$ cat src/rtl/axis_frame_arbiter.sv
// Frame-granular round-robin arbiter merging PORTS AXI-Stream inputs onto one output.
// A grant is held from the first beat of a frame until its tlast beat is accepted.
module axis_frame_arbiter #(
  parameter int PORTS      = 4,
  parameter int DATA_WIDTH = 64,
  parameter int KEEP_WIDTH = DATA_WIDTH / 8,
  parameter int SEL_WIDTH  = $clog2(PORTS)
) (
  input  logic                        clk,
  input  logic                        rst,
  input  logic [PORTS*DATA_WIDTH-1:0] input_axis_tdata,
  input  logic [PORTS*KEEP_WIDTH-1:0] input_axis_tkeep,
  input  logic [PORTS-1:0]            input_axis_tvalid,
  output logic [PORTS-1:0]            input_axis_tready,
  input  logic [PORTS-1:0]            input_axis_tlast,
  input  logic [PORTS-1:0]            input_axis_tuser,
  input  logic [PORTS-1:0]            port_enable,
  output logic [DATA_WIDTH-1:0]       output_axis_tdata,
  output logic [KEEP_WIDTH-1:0]       output_axis_tkeep,
  output logic                        output_axis_tvalid,
  input  logic                        output_axis_tready,
  output logic                        output_axis_tlast,
  output logic                        output_axis_tuser,
  output logic                        grant_valid,
  output logic [SEL_WIDTH-1:0]        grant_index
);

  localparam logic [0:0]           ST_IDLE     = 1'b0;
  localparam logic [0:0]           ST_TRANSFER = 1'b1;
  localparam logic [SEL_WIDTH-1:0] LAST_PORT   = SEL_WIDTH'(PORTS - 1);

  logic [0:0]            r_state;
  logic [SEL_WIDTH-1:0]  r_grant_index;
  logic [SEL_WIDTH-1:0]  r_last_grant;
  logic                  r_grant_valid;

  logic                  r_out_valid;
  logic [DATA_WIDTH-1:0] r_out_data;
  logic [KEEP_WIDTH-1:0] r_out_keep;
  logic                  r_out_last;
  logic                  r_out_user;

  logic                  r_tmp_valid;
  logic [DATA_WIDTH-1:0] r_tmp_data;
  logic [KEEP_WIDTH-1:0] r_tmp_keep;
  logic                  r_tmp_last;
  logic                  r_tmp_user;

  logic [PORTS-1:0]      w_req;
  logic                  w_arb_found;
  logic [SEL_WIDTH-1:0]  w_arb_index;
  logic                  w_sel_valid;
  logic [DATA_WIDTH-1:0] w_sel_data;
  logic [KEEP_WIDTH-1:0] w_sel_keep;
  logic                  w_sel_last;
  logic                  w_sel_user;
  logic                  w_accept;

  function automatic logic [SEL_WIDTH-1:0] wrapIndex(input logic [SEL_WIDTH-1:0] base,
                                                     input int offset);
    int sum;
    sum = int'(base) + offset;
    if (sum >= PORTS) sum = sum - PORTS;
    return SEL_WIDTH'(sum);
  endfunction

  assign w_req = input_axis_tvalid & port_enable;

  // Scan starts just past the previous winner so every requester is reached within PORTS frames.
  always_comb begin : arb_scan
    logic [SEL_WIDTH-1:0] cand;
    w_arb_found = 1'b0;
    w_arb_index = '0;
    cand        = '0;
    for (int k = 1; k <= PORTS; k++) begin
      cand = wrapIndex(r_last_grant, k);
      if (!w_arb_found && w_req[cand]) begin
        w_arb_found = 1'b1;
        w_arb_index = cand;
      end
    end
  end

  assign w_sel_valid = input_axis_tvalid[r_grant_index];
  assign w_sel_data  = input_axis_tdata[r_grant_index*DATA_WIDTH +: DATA_WIDTH];
  assign w_sel_keep  = input_axis_tkeep[r_grant_index*KEEP_WIDTH +: KEEP_WIDTH];
  assign w_sel_last  = input_axis_tlast[r_grant_index];
  assign w_sel_user  = input_axis_tuser[r_grant_index];

  // Ready depends only on registered state, keeping output tready off the input ready path.
  always_comb begin
    input_axis_tready = '0;
    if (r_state == ST_TRANSFER) input_axis_tready[r_grant_index] = ~r_tmp_valid;
  end

  assign w_accept = (r_state == ST_TRANSFER) && w_sel_valid && !r_tmp_valid;

  always_ff @(posedge clk or negedge rst) begin
    if (!rst) begin
      r_state       <= ST_IDLE;
      r_grant_index <= '0;
      r_grant_valid <= 1'b0;
      r_last_grant  <= LAST_PORT;
    end else begin
      case (r_state)
        ST_IDLE: begin
          if (w_arb_found) begin
            r_grant_index <= w_arb_index;
            r_grant_valid <= 1'b1;
            r_state       <= ST_TRANSFER;
          end
        end
        ST_TRANSFER: begin
          if (w_accept && w_sel_last) begin
            r_last_grant  <= r_grant_index;
            r_grant_valid <= 1'b0;
            r_state       <= ST_IDLE;
          end
        end
        default: r_state <= ST_IDLE;
      endcase
    end
  end

  // Temp only fills while the output register is stalled, so it always drains first.
  always_ff @(posedge clk or negedge rst) begin
    if (!rst) begin
      r_out_valid <= 1'b0;
      r_out_data  <= '0;
      r_out_keep  <= '0;
      r_out_last  <= 1'b0;
      r_out_user  <= 1'b0;
      r_tmp_valid <= 1'b0;
      r_tmp_data  <= '0;
      r_tmp_keep  <= '0;
      r_tmp_last  <= 1'b0;
      r_tmp_user  <= 1'b0;
    end else begin
      if (!r_out_valid || output_axis_tready) begin
        if (r_tmp_valid) begin
          r_out_valid <= 1'b1;
          r_out_data  <= r_tmp_data;
          r_out_keep  <= r_tmp_keep;
          r_out_last  <= r_tmp_last;
          r_out_user  <= r_tmp_user;
          r_tmp_valid <= 1'b0;
        end else if (w_accept) begin
          r_out_valid <= 1'b1;
          r_out_data  <= w_sel_data;
          r_out_keep  <= w_sel_keep;
          r_out_last  <= w_sel_last;
          r_out_user  <= w_sel_user;
        end else begin
          r_out_valid <= 1'b0;
        end
      end else if (w_accept) begin
        r_tmp_valid <= 1'b1;
        r_tmp_data  <= w_sel_data;
        r_tmp_keep  <= w_sel_keep;
        r_tmp_last  <= w_sel_last;
        r_tmp_user  <= w_sel_user;
      end
    end
  end

  assign output_axis_tvalid = r_out_valid;
  assign output_axis_tdata  = r_out_data;
  assign output_axis_tkeep  = r_out_keep;
  assign output_axis_tlast  = r_out_last;
  assign output_axis_tuser  = r_out_user;
  assign grant_valid        = r_grant_valid;
  assign grant_index        = r_grant_index;

endmodule

$ cat config.mk
export PLATFORM = sky130hd
export DESIGN_NAME = axis_frame_arbiter
export DESIGN_NICKNAME = d
export VERILOG_FILES = /design/src/rtl/axis_frame_arbiter.sv
export SDC_FILE = /design/constraint.sdc
export NUM_CORES = 1
export LEC_CHECK = 0
export ABC_CLOCK_PERIOD_IN_PS = 3200
export CORE_MARGIN = 1.5
export CORE_UTILIZATION = 40
export CTS_CLUSTER_DIAMETER = 120
export DETAILED_ROUTE_END_ITERATION = 12
export PLACE_DENSITY = 0.85
export REMOVE_ABC_BUFFERS = 1
export SYNTH_ARGS = -nofsm -noshare
export SYNTH_HDL_FRONTEND = slang
export SYNTH_SLANG_ARGS = --single-unit
export TNS_END_PERCENT = 5
$ cat constraint.sdc
create_clock -name clk -period 3.2 [get_ports clk]
set_input_delay 0.48 -clock clk [delete_from_list [all_inputs] [get_ports clk]]
set_output_delay 0.48 -clock clk [all_outputs]
set_load 0.03 [all_outputs]
After elaboration in Yosys (flattened, before gate mapping)
Index checks and enable logic that the tools add are counted.
{"block": "op_classes", "addsub": 8, "order_cmp": 10, "eq_ne": 2, "n_shift": 2, "n_mux": 47, "bitwise_logic": 5, "reduce_logical": 20}
{"operator": "256-bit by 9-bit variable part select with 64-bit output", "n": 1}
{"operator": "64-bit two-way mux", "n": 2}
{"operator": "32-bit by 6-bit variable part select with 8-bit output", "n": 1}
{"operator": "1-bit two-way mux", "n": 24}
{"operator": "2-bit two-way mux", "n": 8}
{"operator": "8-bit two-way mux", "n": 2}
{"operator": "2-bit by 3-bit less-than comparator with 1-bit output, second input constant", "n": 5}
{"operator": "1-bit binary-select mux with 2-bit select", "n": 7}
{"operator": "2-bit AND reduction", "n": 5}
{"operator": "3-bit >= comparator, second input constant", "n": 3}
{"operator": "4-bit bitwise AND", "n": 2}
{"operator": "2-bit by 1-bit subtractor with 2-bit output, second input constant", "n": 4}
{"operator": "1-bit logical AND", "n": 7}
{"operator": "2-bit by 2-bit adder with 3-bit output, second input constant", "n": 2}
{"operator": "1-bit logical NOT", "n": 5}
{"operator": "2-bit by 3-bit adder with 4-bit output, second input constant", "n": 1}
{"operator": "4-bit by 3-bit >= comparator with 1-bit output, second input constant", "n": 1}
{"operator": "4-bit two-way mux", "n": 1}
{"operator": "1-bit case mux with 2 select lines", "n": 2}
{"operator": "2-bit nonzero test", "n": 2}
{"operator": "2-bit by 1-bit adder with 3-bit output, second input constant", "n": 1}
{"operator": "1-bit inverter", "n": 3}
{"operator": "1-bit demux with 2-bit select", "n": 1}
{"operator": "2-bit by 1-bit >= comparator with 1-bit output, second input constant", "n": 1}
{"operator": "3 further kinds", "n": 3}
{"block": "totals", "regBits": 156, "inputBits": 307, "out_inout_bits": 82, "word_cells": 108}

Logic depth before layout (Yosys ltp)
{"block": "depth", "depth_word": 17, "ltp_mapped": 8, "mapped_depth_nobuf": 4}

Worst setup path before layout
Ideal clock, no wire load.
{"block": "synth_timing", "path_kind": "register to output", "start": "reg r_grant_index[0], in the netlist grant_index[0]", "end": "out input_axis_tready[0]", "t_arrival_ns": 1.834, "required_time_ns": 2.720, "setup_slack_ns": 0.886, "path_stages_with_launch": 5, "path_buffers": 3, "path_cell_list": "dfrtp_1 buf_2 buf_1 clkbuf_1 nor3b_1"}
{"block": "synth_via", "elab_chain_len": 6, "elab_cells_between_ends": 7, "cone_classes": "order compare (2); mux (3); bitwise (1); reduce/logical (1)"}
{"item": "start, declared", "line": "33", "rtl": "logic [SEL_WIDTH-1:0] r_grant_index;"}
{"item": "start signal, assigned", "line": "108", "rtl": "r_grant_index <= w_arb_index;"}
{"item": "2-bit by 3-bit less-than comparator with 1-bit output (not written as such) or 2-bit by 1-bit >= comparator with 1-bit output (tied branches)", "line": "93", "rtl": "if (r_state == ST_TRANSFER) input_axis_tready[r_grant_index] = ~r_tmp_valid;"}
{"item": "1-bit logical AND (not written as such)", "line": "93"}
{"item": "1-bit two-way mux (not written as such)", "line": "93"}
{"item": "1-bit demux with 2-bit select (*)", "line": "93"}
{"item": "4-bit bitwise AND (no line) (*)"}
{"item": "4-bit two-way mux (*)", "line": "93"}
{"item": "end, declared", "line": "14", "rtl": "output logic [PORTS-1:0] input_axis_tready,"}
Mark *: on every way between the ends. The rest lies on a longest branch, timed or not.

Worst setup path after layout
{"block": "layout_timing", "start": "reg r_state", "end": "out input_axis_tready[0]"}
{"block": "layout_via", "elab_chain_len": 1}
{"item": "start, declared", "line": "32", "rtl": "logic [0:0] r_state;"}
{"item": "start signal, assigned", "line": "100", "rtl": "r_state <= ST_IDLE;"}
{"item": "start signal, assigned", "line": "110", "rtl": "r_state <= ST_TRANSFER;"}
{"item": "start signal, assigned", "line": "117", "rtl": "r_state <= ST_IDLE;"}
{"item": "4-bit two-way mux", "line": "93"}
No other way between the ends.

==> metrics.cfg <==
[status]
status=finished, final reports clean

[layout]
fin_util_pct=61.6
finalInstanceArea_um2=14000
final.fill_count=1864
nets=1661
insertedDiodeCount=0
final_cells=1678
drive_gt1_share_pct=9.96
syn2layout_area_growth_pct=50.4

[timing]
finalSetupViolations=0
finClkSkew_ns=0.0125
maxSlewViolCount=0
period_needed_ns=2.80
worst_pin_slew_ns=0.779
slew-limit-headroom_pct=48.1
finalWorstSetupSlack_ns=0.403
hold_violations=0
fmax_ghz=0.358
rsz0062_at_grt=false
worst_hold_slack_ns=0.0598
fin_crit_sh_pct=87.4

[power]
p_leak_uw=0.00560
swShare_pct=43.7
p_clk_share_pct=15.7
peakVddDrop_mv=0.734
comb_power_share_pct=57.4
p_seq_share_pct=26.9
power_switching_uw=5740
p_int_uw=7390
p_per_area_nw_per_um2=935

[logic_synthesis]
netlist_area_um2=9330
synthCells=1028
synth_async_sr_flop_share_pct=100
synth_ff_type=dfrtp_1
yosysMostFrequentCell=o21ai_0
yosysUniqueCellTypes=34
ys_ff_latch=156
ys_seq_area_share_pct=41.9
ys_top_cells_by_count=o21ai_0, dfrtp_1, nand2_1
avgSynthCellArea_um2=9.08
synthTopCellsByArea=dfrtp_1, o21ai_0, mux2_2, mux2i_1, nand2_1
ys_warn_count=0
yosys.area.top_type=dfrtp_1
synthDominantCellAreaShare_pct=41.3
synth-edff-count=0

[place]
gp_congestion=0.802
hpwlAfterDp_mm=20.5
placed_cell_area_um2=13400
numPortBuffers=388
dp_slack_ns=0.624
placed_cells=1648

[clocking]
cts.sinks=156
clk_latency_ns=0.41
cts_hold_buf=0
tritoncts=done
cts_max_level=4
cts_resized=0
post_cts_buffers=0
clk_pin_slew_ns=0.07
cts_buffers=17
cts_root_buffer=clkbuf_16
clockBufferDepth=2

[detailed_routing]
ant_nets=0
post_drt_wl_per_cell_um=17.3
vias_per_cell=5.44
drt_iter0_markers=392
drc_errors=0
drt-pass1-iter-count=4
wl_mm=29.0
vias=9122

[floorplanning]
die_h_um=156
die_area_um2=24300
initial_core_util_pct=41.0
rows=55
core_area_um2=22800
boundaryPins=389
die_w_um=156

[hold_path]
hold_path.class=primary input to async pin

[flow_run]
drv_cap=0

[global_route]
track_usage_pct=23.5
grt_pass1_vias=9045
grt_start_max_net_pins=85
grt_pass1_wl_mm=45.3
grt_overflow_total=0
antenna_found_initial=0

[setup_path]
arrival_ns=2.32
critPathRequiredTime_ns=2.72
cpPeakStageDelay_ns=0.69
crit_path_start_kind=flip-flop
critPathKind=flip-flop to output pin
cp-startpoint=r_state$_DFF_PN0_
r2r_slack_ns=0.92
path_cells=nor2b_1, nor3b_1, clkdlybuf4s50_1
endpoint_kind=output pin
rr_startpoint=r_tmp_valid$_DFFE_PN0P_
slowest_stage=clkdlybuf4s50_1
crit_fanout=6

## sequential cells by signal, summed over array words and instances, names as in the netlist, 2 cells and up
| register | count |
|---|---|
| r_tmp_data | 64 |
| grant_index | 2 |
| r_tmp_keep | 8 |
| output_axis_tkeep | 8 |
| r_last_grant | 2 |
| output_axis_tdata | 64 |
## cells in the final DEF, fill, tap and decap left out, types with 3 or more instances in the layout
master           count
clkinv_4             4
clkdlybuf4s50_1    387
dfrtp_1            151
clkinvlp_4           3
o22ai_1             73
clkbuf_16           17
buf_12               8
nor2b_1             75
o21ai_0            217
o21ai_1              7
mux2_2              77
bufinv_16            3
mux2i_1             74
nand2_1            151
dfrtp_4              3
buf_4                9
nor2_1               3
o31ai_1             74
## worst paths after layout
check,cells after the start,to
setup reg to reg,5,output_axis_tdata[41]$_DFFE_PN0P_
hold reg to reg,2,r_tmp_data[4]$_DFFE_PN0P_
hold / removal,1,output_axis_tdata[31]$_DFFE_PN0P_
setup / recovery,3,input_axis_tready[0]
max in group asynchronous,2,r_last_grant[0]$_DFFE_PN1P_
min in group clk,2,r_tmp_data[4]$_DFFE_PN0P_
## per-stage QoR
stage / setup TNS, ns / power, µW
floorplan: -734.47 / 8270
global placement: 0 / 10900
detailed placement: 0 / 11100
CTS: 0 / 13200
global route: 0 / 14000
finish: 0 / 13100
## critical path: cells and delay by family, from the launching register on
| family | cells | cell delay (ns) |
|---|---|---|
| buf+inv | 1 | 0.69 |
| simple gates | 2 | 0.75 |
| flops | 1 | 0.47 |
## kinds of logic after synthesis
| logic type | after synthesis | share of synthesized area [%] |
|---|---|---|
| AO/OA/AOI/OAI | 381 | 23.8 |
| buffers and inverters | 99 | 4.79 |
| flip-flops | 156 | 41.9 |
| multiplexers | 153 | 17.7 |
| AND/OR/NAND/NOR | 239 | 11.9 |
## per-layer routing
metal,vias up,track usage (%),part of all wire (%)
met5,-,0,0
met1,4329,27.3,39
met2,366,42.3,51
met3,37,5.56,7.7
li1,4390,-,-
met4,0,7.85,2.0
## layout make-up
type                    instances  area, µm²  share of cell area, %
clock buffers                  18        429                   3.06
clock inverters                12        165                   1.18
inverters                       1       3.75                 0.0267
multi-input cells             773       5010                   35.7
flip-flops and latches        156       3920                   27.9
well taps                     313        392                   2.79
repair buffers                405       4110                   29.3
## power groups by stage
stage                     registers (µW)  clock network [µW]  logic, µW
after detailed placement            3560                   0       7560
after CTS                           3530                2100       7570
after global placement              3500                   0       7360
final                               3530                2060       7530
after floorplan                     4850                   0       3420
after global routing                3660                2180       8160
(Power assumes the default switching activity.)
